===== src/rtl/cpu_pkg.sv =====
// Shared CPU definitions: datapath widths and the ALU opcode encoding used by
// decode, the ID/EX stage and the execute-stage ALU.
package cpu_pkg;

  localparam int unsigned CpuXlen  = 32;
  localparam int unsigned CpuRegAw = 5;

  typedef enum logic [3:0] {
    AluAnd  = 4'b0000,
    AluOr   = 4'b0001,
    AluAdd  = 4'b0010,
    AluSll  = 4'b0011,
    AluMul  = 4'b0100,
    AluMulh = 4'b0101,
    AluSub  = 4'b0110,
    AluXor  = 4'b1000,
    AluSrl  = 4'b1010,
    AluSra  = 4'b1011
  } alu_op_e;

endpackage


===== src/rtl/fwd_mux.sv =====
// Operand forwarding mux for one register source: MEM beats WB, x0 never forwards.
// Forwarding is only built when ID_EX_FWD_EN is defined; otherwise the register-file value passes.
module fwd_mux #(
  parameter int unsigned XLEN   = 32,
  parameter int unsigned REG_AW = 5
) (
  input  logic [REG_AW-1:0] rs,
  input  logic [XLEN-1:0]   rs_data,
  input  logic              mem_we,
  input  logic [REG_AW-1:0] mem_rd,
  input  logic [XLEN-1:0]   mem_data,
  input  logic              wb_we,
  input  logic [REG_AW-1:0] wb_rd,
  input  logic [XLEN-1:0]   wb_data,
  output logic [XLEN-1:0]   value
);

`ifdef ID_EX_FWD_EN
  logic rs_nonzero;
  logic mem_hit;
  logic wb_hit;

  assign rs_nonzero = (rs != '0);
  assign mem_hit    = mem_we && (mem_rd == rs) && rs_nonzero;
  assign wb_hit     = wb_we && (wb_rd == rs) && rs_nonzero;

  always_comb begin
    value = rs_data;
    if (mem_hit) begin
      value = mem_data;
    end else if (wb_hit) begin
      value = wb_data;
    end
  end
`else
  // Ports stay for a uniform interface; the hazard unit stalls on every RAW instead.
  logic unused_fwd;
  assign unused_fwd = ^{rs, mem_we, mem_rd, mem_data, wb_we, wb_rd, wb_data};
  assign value      = rs_data;
`endif

endmodule


===== src/rtl/id_ex_stage.sv =====
// ID/EX pipeline register: resolves operands (optionally forwarded, ID_EX_FWD_EN),
// selects ALU sources and holds them for execute under valid/ready with flush.
module id_ex_stage
  import cpu_pkg::*;
#(
  parameter int unsigned XLEN   = CpuXlen,
  parameter int unsigned REG_AW = CpuRegAw
) (
  input  logic              clk,
  input  logic              rst,
  input  logic              in_valid,
  output logic              in_ready,
  input  logic [XLEN-1:0]   in_pc,
  input  logic [XLEN-1:0]   in_rs1_data,
  input  logic [XLEN-1:0]   in_rs2_data,
  input  logic [XLEN-1:0]   in_imm,
  input  logic [REG_AW-1:0] in_rs1,
  input  logic [REG_AW-1:0] in_rs2,
  input  logic [REG_AW-1:0] in_rd,
  input  logic [3:0]        in_alu_ctrl,
  input  logic              in_a_sel_pc,
  input  logic              in_b_sel_imm,
  input  logic              in_reg_write,
  input  logic              mem_fwd_we,
  input  logic [REG_AW-1:0] mem_fwd_rd,
  input  logic [XLEN-1:0]   mem_fwd_data,
  input  logic              wb_fwd_we,
  input  logic [REG_AW-1:0] wb_fwd_rd,
  input  logic [XLEN-1:0]   wb_fwd_data,
  input  logic              flush,
  output logic              ex_valid,
  input  logic              ex_ready,
  output logic [XLEN-1:0]   ex_a,
  output logic [XLEN-1:0]   ex_b,
  output logic [3:0]        ex_alu_ctrl,
  output logic [XLEN-1:0]   ex_store_data,
  output logic [REG_AW-1:0] ex_rd,
  output logic              ex_reg_write
);

  logic [XLEN-1:0] fwd_rs1;
  logic [XLEN-1:0] fwd_rs2;
  logic            accept;

  logic              valid_d, valid_q;
  logic [XLEN-1:0]   a_d, a_q;
  logic [XLEN-1:0]   b_d, b_q;
  logic [XLEN-1:0]   store_d, store_q;
  logic [3:0]        ctrl_d, ctrl_q;
  logic [REG_AW-1:0] rd_d, rd_q;
  logic              rw_d, rw_q;

  fwd_mux #(
    .XLEN   (XLEN),
    .REG_AW (REG_AW)
  ) u_fwd_rs1 (
    .rs       (in_rs1),
    .rs_data  (in_rs1_data),
    .mem_we   (mem_fwd_we),
    .mem_rd   (mem_fwd_rd),
    .mem_data (mem_fwd_data),
    .wb_we    (wb_fwd_we),
    .wb_rd    (wb_fwd_rd),
    .wb_data  (wb_fwd_data),
    .value    (fwd_rs1)
  );

  fwd_mux #(
    .XLEN   (XLEN),
    .REG_AW (REG_AW)
  ) u_fwd_rs2 (
    .rs       (in_rs2),
    .rs_data  (in_rs2_data),
    .mem_we   (mem_fwd_we),
    .mem_rd   (mem_fwd_rd),
    .mem_data (mem_fwd_data),
    .wb_we    (wb_fwd_we),
    .wb_rd    (wb_fwd_rd),
    .wb_data  (wb_fwd_data),
    .value    (fwd_rs2)
  );

  // rst term keeps decode unblocked while the valid bit is being cleared.
  assign in_ready = rst || !valid_q || ex_ready;
  assign accept   = in_valid && in_ready && !flush;

  always_comb begin
    valid_d = valid_q;
    a_d     = a_q;
    b_d     = b_q;
    store_d = store_q;
    ctrl_d  = ctrl_q;
    rd_d    = rd_q;
    rw_d    = rw_q;

    // Flush kills both the held entry and the same-cycle input.
    if (flush) begin
      valid_d = 1'b0;
    end else if (accept) begin
      valid_d = 1'b1;
    end else if (ex_ready) begin
      valid_d = 1'b0;
    end

    // Payload only moves on accept; drain and flush leave it untouched.
    if (accept) begin
      a_d     = in_a_sel_pc ? in_pc : fwd_rs1;
      b_d     = in_b_sel_imm ? in_imm : fwd_rs2;
      store_d = fwd_rs2;
      ctrl_d  = in_alu_ctrl;
      rd_d    = in_rd;
      rw_d    = in_reg_write && (in_rd != '0);
    end
  end

  always_ff @(posedge clk) begin
    if (rst) begin
      valid_q <= 1'b0;
      a_q     <= '0;
      b_q     <= '0;
      store_q <= '0;
      ctrl_q  <= 4'b0000;
      rd_q    <= '0;
      rw_q    <= 1'b0;
    end else begin
      valid_q <= valid_d;
      a_q     <= a_d;
      b_q     <= b_d;
      store_q <= store_d;
      ctrl_q  <= ctrl_d;
      rd_q    <= rd_d;
      rw_q    <= rw_d;
    end
  end

  assign ex_valid      = valid_q;
  assign ex_a          = a_q;
  assign ex_b          = b_q;
  assign ex_store_data = store_q;
  assign ex_alu_ctrl   = ctrl_q;
  assign ex_rd         = rd_q;
  assign ex_reg_write  = rw_q;

endmodule


===== config.mk =====
export PLATFORM = sky130hd
export DESIGN_NAME = id_ex_stage
export DESIGN_NICKNAME = d
export VERILOG_FILES = /design/src/rtl/cpu_pkg.sv /design/src/rtl/fwd_mux.sv /design/src/rtl/id_ex_stage.sv
export SDC_FILE = /design/constraint.sdc
export NUM_CORES = 1
export LEC_CHECK = 0
export CORE_AREA = 2 2 132 134
export CTS_CLUSTER_DIAMETER = 100
export DETAILED_ROUTE_END_ITERATION = 16
export DIE_AREA = 0 0 134 136
export GPL_ROUTABILITY_DRIVEN = 0
export GPL_TIMING_DRIVEN = 0
export PLACE_DENSITY = 0.76
export SETUP_SLACK_MARGIN = 0.5
export SLEW_MARGIN = 5
export SYNTH_ARGS = -nofsm -noshare
export SYNTH_HDL_FRONTEND = slang
export SYNTH_SLANG_ARGS = --single-unit

===== constraint.sdc =====
create_clock -name clk -period 1.31 [get_ports clk]
set_input_delay 0.131 -clock clk [delete_from_list [all_inputs] [get_ports clk]]
set_output_delay 0.131 -clock clk [all_outputs]
set_load 0.03 [all_outputs]

==> results.ini, run 1 <==
[setup_path]
start_kind = flip-flop
criticalPathCategory = flip-flop to output port
crit_fanout = 2
cp.required_ns = 1.18
crit_path_end_kind = output port
worstPathArrival_ns = 1.36

[synthesis]
yosysTopAreaCell = dfxtp_1
synth_top_family_by_area = compound AO/OA/AOI/OAI gates
synth_top_area_share_pct = 35.0
syn_area_per_cell_sq_um = 11.9
synthSimpleGateAreaFrac_pct = 7.65
syn-num-nets = 745
async_flop_share_pct = 0
synth_xor_area_share_pct = 0
synth.yosys.warnings = 0
synthAdderAreaFrac_pct = 0
synth-edff-count = 0
syn_inst = 514
ys_seq_elements = 107
synthMuxAreaShare_pct = 10.5
synth.cell_area_sq_um = 6120
synth.area.top_cells = dfxtp_1 (35%), o211ai_2 (20%), o41ai_2 (17%), mux2i_1 (10%), nand4_1 (4.3%)
synth.distinct_cells = 20
synth-main-ff-cell = dfxtp_1
ys_seq_area_share_pct = 35.0
synth_compound_area_share_pct = 38.4

[routing]
wirelength_microns = 21900
first_iter_violations = 200
drc = 0
drt_pass1_iterations = 4
num_vias = 5900
via_per_inst = 5.32
m1WireLength_microns = 9010
post_drt_wl_per_cell_microns = 19.8
top_layer_used = met4
wl_met2_microns = 10900
dr_wl_met3_microns = 1150
antenna_left = 0

[clock_tree]
h-tree-depth = 3
clock_sinks = 107
ctsHoldBuffers = 0
cts_max_path_buffers = 2
root_buffer = clkbuf_16
path_clk_slew_ns = 0.07
clkLatencyLatePin_ns = 0.35
cts_tree = yes
numCtsBuffers = 9

[floorplanning]
die_area_sq_um = 18200
start_util_pct = 36.2
ios = 339
placement_rows = 48
fp.coreArea_sq_um = 16900
chipWidth_microns = 134
die_h_microns = 136

[sta]
slew_viol_final = 0
hold_ws_ns = 0.239
fin_crit_sh_pct = 114
slew_headroom_pct = 49.2
tightestPinTransition_ns = 0.762
grt_setup_unrepaired = yes
setup_viol = 106
fmax_mhz = 670
period_minus_slack_ns = 1.49
finClkSkew_ns = 0.00760
hold_viol_final = 0
finalWorstSetupSlack_ns = -0.183

[place]
place_area_sq_um = 8940
io_buffers = 250
place_inst = 989
place_hpwl_microns = 15600

[finish]
fill_cells = 1309
drive_gt1_share_pct = 65.1
insertedDiodeCount = 0
area_growth_pct = 71.6
instances_no_fill = 1108
final_cell_mix = clkdlybuf4s50_1 (142), buf_6 (129), buf_4 (112), dfxtp_2 (105), o211ai_2 (97)
final_common_cell = clkdlybuf4s50_1
design_area_sq_um = 10500
final_nets = 1109

[outcome]
violations = setup timing
status = finished, violations left

[hold_path]
worstHoldPathType = primary input to flip-flop

[global_routing]
gr-total-overflow = 0
grt_usage_pct = 23.3
grt_first_pass_wirelength_microns = 33100
grt_pass1_vias = 6181
antenna_found_initial = 0
grt_max_degree = 18

[power_and_ir_drop]
power.density_nw_per_um2 = 889
p_switching_uw = 2670
pwr-share-comb_pct = 27.2
peakVddDrop_mv = 0.698
clock_power_share_pct = 34.3
leakage_uw = 0.00472
swShare_pct = 28.7
internal-power_uw = 6650
seq_power_share_pct = 38.5

[flow_run]
maxCapViolCount = 0

==> power groups by stage <==
stage | clock [uW] | sequential, uW | combinational [uW]
after global routing | 3380 | 3600 | 2660
after detailed placement | 0 | 3620 | 2190
after CTS | 3270 | 3590 | 2460
after floorplan | 0 | 3940 | 831
final | 3200 | 3590 | 2540
after global placement | 0 | 3610 | 2150
==> synthesized netlist by cell type, types with 2 or more instances <==
cell type,instances
nor2_1,2
buf_4,8
o41ai_2,64
buf_2,43
nand2_1,42
o211ai_1,6
dfxtp_1,107
clkbuf_1,10
buf_6,17
mux2i_1,64
o211ai_2,100
nand4_1,42
nand2b_1,2
==> layer usage <==
layer  GRT usage [%]  up-vias
li1                -     2774
met1            27.3     2859
met2            40.2      211
met3            5.11       56
met4            11.6        0
met5               0        -
==> critical path: stages (launching register included) <==
cell,delay [ns]
dfxtp_4,0.34
nor2b_4,0.12
buf_8,0.12
buf_12,0.12
buf_12,0.12
nand2_4,0.06
buf_6,0.12
==> layout make-up <==
| class | count | area, sq um | area share, % |
|---|---|---|---|
| clock inverter | 6 | 113 | 1.07 |
| sequential | 107 | 2280 | 21.7 |
| buffer | 79 | 634 | 6.05 |
| timing repair buffer | 353 | 3410 | 32.5 |
| multi-input combinational | 327 | 3530 | 33.6 |
| inverter | 1 | 3.75 | 0.0358 |
| clock buffer | 10 | 239 | 2.28 |
| tap | 225 | 282 | 2.68 |
==> worst paths after layout <==
kind              cells after the start                 to        startpoint  slack [ns]
setup / recovery                      6           in_ready          ex_valid       -0.18
hold / removal                        3           ex_a[19]       in_a_sel_pc        0.24
setup reg to reg                      7  ex_store_data[15]          ex_valid       -0.18
hold reg to reg                       2   ex_store_data[8]  ex_store_data[8]        0.47
==> metrics by stage <==
stage	total power [uW]	util [%]	setup TNS, ns	worst slack (ns)
3_5_place_dp	5810	53.0	-38.09	-0.805
5_1_grt	9640	62.2	-15.66	-0.210
6_report	9330	62.2	-11.86	-0.183
3_3_place_gp	5760	53.0	-34.43	-0.801
4_1_cts	9310	60.7	-11.52	-0.193
2_1_floorplan	4770	-	0	0.0792
==> flip-flops by register name, indices dropped and copies added, names as in the netlist <==
register and count:
ex_rd 5, ex_alu_ctrl 4, ex_b 32, ex_valid 1, ex_store_data 32, ex_reg_write 1
ex_a 32
==> kinds of logic after synthesis <==
group	count (synthesis)
buffers and inverters	80
AOI/OAI and AO/OA	172
muxes	64
DFF	107
and+or+nand+nor	91
==> timing repair <==
action	CTS	global route
endpoints found under the hold margin	0	0
setup endpoints to repair	215	215
buffers inserted	81	22
resized for setup	884	26
pin swaps	0	1
(Power assumes the default switching activity.)
==> inputs of run 2 (changes only) <==
--- a/config.mk
+++ b/config.mk
@@ -5,12 +5,12 @@
 export SDC_FILE = /design/constraint.sdc
 export NUM_CORES = 1
 export LEC_CHECK = 0
+export ABC_CLOCK_PERIOD_IN_PS = 1310
 export CORE_AREA = 2 2 132 134
 export CTS_CLUSTER_DIAMETER = 100
 export DETAILED_ROUTE_END_ITERATION = 16
 export DIE_AREA = 0 0 134 136
 export GPL_ROUTABILITY_DRIVEN = 0
-export GPL_TIMING_DRIVEN = 0
 export PLACE_DENSITY = 0.76
 export SETUP_SLACK_MARGIN = 0.5
 export SLEW_MARGIN = 5
==> run 2 against run 1 <==
Utilization rose by 0.99 points. Highest routed layer unchanged. The flow still finishes with violations (setup timing). Maximum frequency rose by 12%. Clock-buffer cell count is 1 higher. Die area did not move. Non-clock buffer count down 26. Clock skew hardly changed. Via count decreased by 0.76%. Total power is 5.5% lower. Wire length fell by 4.8%. Worst setup slack better by 0.16 ns. Hold slack worse by 0.033 ns. First-iteration DRC count is 24% higher.
==> results.ini, run 2 (synthesis gave the netlist of run 1 again) <==
[power_and_ir_drop]
leakage_uw = 0.00474  ; +0.34%
power.density_nw_per_um2 = 827  ; -6.9%
peakVddDrop_mv = 0.707  ; +1.3%
power_uw = 8820  ; -5.5%

[place]
io_buffers = 252  ; +0.80%
pre_cts_slack_ns = -0.316  ; +0.488 ns
place_hpwl_microns = 13700  ; -12%

[outcome]
status = finished, violations left
violations = setup timing

[finish]
drive_gt1_share_pct = 65.0  ; -0.084 points
fin_util_pct = 63.2  ; +0.99 points
final_nets = 1084  ; -2.3%
final_cell_mix = clkdlybuf4s50_1 (140), buf_4 (127), buf_6 (110), dfxtp_2 (105), o211ai_2 (98)
final_common_cell = clkdlybuf4s50_1
insertedDiodeCount = 0  ; unchanged
area_growth_pct = 74.3

[hold_path]
worstHoldPathType = primary input to flip-flop
min_from = rst

[clock_tree]
root_buffer = clkbuf_16
clkLatencyLatePin_ns = 0.35  ; about the same
numCtsBuffers = 9  ; unchanged
path_clk_slew_ns = 0.07  ; about the same
clock_sinks = 107  ; unchanged
cts_max_path_buffers = 2  ; unchanged
h-tree-depth = 3  ; unchanged
cts_tree = yes

[setup_path]
r2r-start = ex_valid
start_kind = flip-flop
crit_path_end_kind = flip-flop
criticalPathCategory = flip-flop to flip-flop
startpoint = ex_valid
worstPathArrival_ns = 1.55  ; +0.19 ns
crit_fanout = 15  ; +13
cp.required_ns = 1.52  ; +0.34 ns

[sta]
fmax_mhz = 751  ; +12%
grt_setup_unrepaired = yes
slew_viol_final = 0  ; unchanged
tightestPinTransition_ns = 0.493  ; -0.269 ns
slew_headroom_pct = 67.1  ; +18 points
finalWorstSetupSlack_ns = -0.0209  ; +0.162 ns
fin_crit_sh_pct = 102  ; -12 points
finClkSkew_ns = 0.00746  ; -0.000137 ns
hold_ws_ns = 0.206  ; -0.0331 ns
hold_viol_final = 0  ; unchanged
period_minus_slack_ns = 1.33  ; -0.162 ns
setup_viol = 3  ; -97%

[global_routing]
grt_pass1_vias = 6003  ; -2.9%
gr-total-overflow = 0  ; unchanged
grt_usage_pct = 21.9  ; -1.4 points
antenna_found_initial = 0  ; unchanged
grt_first_pass_wirelength_microns = 31700  ; -4.0%
grt_max_degree = 37  ; +19

[floorplanning]
fp.coreArea_sq_um = 16900  ; unchanged
placement_rows = 48  ; unchanged
die_area_sq_um = 18200  ; unchanged
chipWidth_microns = 134  ; unchanged
start_util_pct = 36.2  ; unchanged
ios = 339  ; unchanged
die_h_microns = 136  ; unchanged

[routing]
drt_pass1_iterations = 6  ; +2
antenna_left = 0  ; unchanged
first_iter_violations = 248  ; +24%
num_vias = 5855  ; -0.76%
wirelength_microns = 20900  ; -4.8%
post_drt_wl_per_cell_microns = 19.3  ; -2.6%
drc = 0  ; unchanged
via_per_inst = 5.41  ; +1.5%

[flow_run]
maxCapViolCount = 0  ; unchanged

run 2: area by class of cell:
class / instances / area (sq um)
clock buffer: 11 / 243
sequential: 107 / 2280
fill: 1283 / 6220
multi-input combinational: 328 / 3640
clock inverter: 5 / 38.8
tap: 225 / 282
timing repair buffer: 406 / 4170
inverter: 1 / 8.76
run 2: final timing paths:
check | cells past startpoint | to | slack [ns]
hold reg to reg | 2 | ex_rd[0] | 0.48
setup / recovery | 5 | ex_b[31] | -0.02
setup reg to reg | 5 | ex_b[31] | -0.02
hold / removal | 4 | ex_alu_ctrl[3] | 0.21
run 2: per-layer routing:
layer / track usage (%) / part of all wire [%] / vias to the layer above / wire length [microns]
met1: 25.6 / 40 / 2901 / 8370
met3: 4.62 / 5.6 / 24 / 1180
met4: 6.03 / 1.7 / 0 / 354
li1: - / - / 2734 / -
met5: 0 / 0 / - / 0
met2: 40.3 / 53 / 196 / 10900
run 2: what timing repair did:
action                     CTS  global route
pin swaps                   51             4
gates resized for setup    872            12
cloned                       2             2
hold buffers                 0             0
setup endpoints to repair  215           215
buffers inserted            88            20
run 2: worst max-delay path, stage by stage (launching register included):
cell and delay [ns]:
dfxtp_4 0.35, nor2b_4 0.13, buf_12 0.18, buf_4 0.17, o211ai_1 0.24, o41ai_2 0.12
run 2: report_power, final:
part / switching (uW) / total [uW] / internal [uW]
Clock: 1270 / 2620 / 1350
Combinational: 1270 / 2600 / 1330
Sequential: 138 / 3590 / 3460
run 2: through the flow:
stage | instances | TNS, ns | cell area (sq um)
floorplan | 514 | 0 | 6160
global placement | 955 | -18.64 | 8980
detailed placement | 955 | -22.19 | 8980
CTS | 1061 | -0.0291 | 10300
global route | 1083 | -1.03 | 10700
finish | 1083 | -0.0347 | 10700
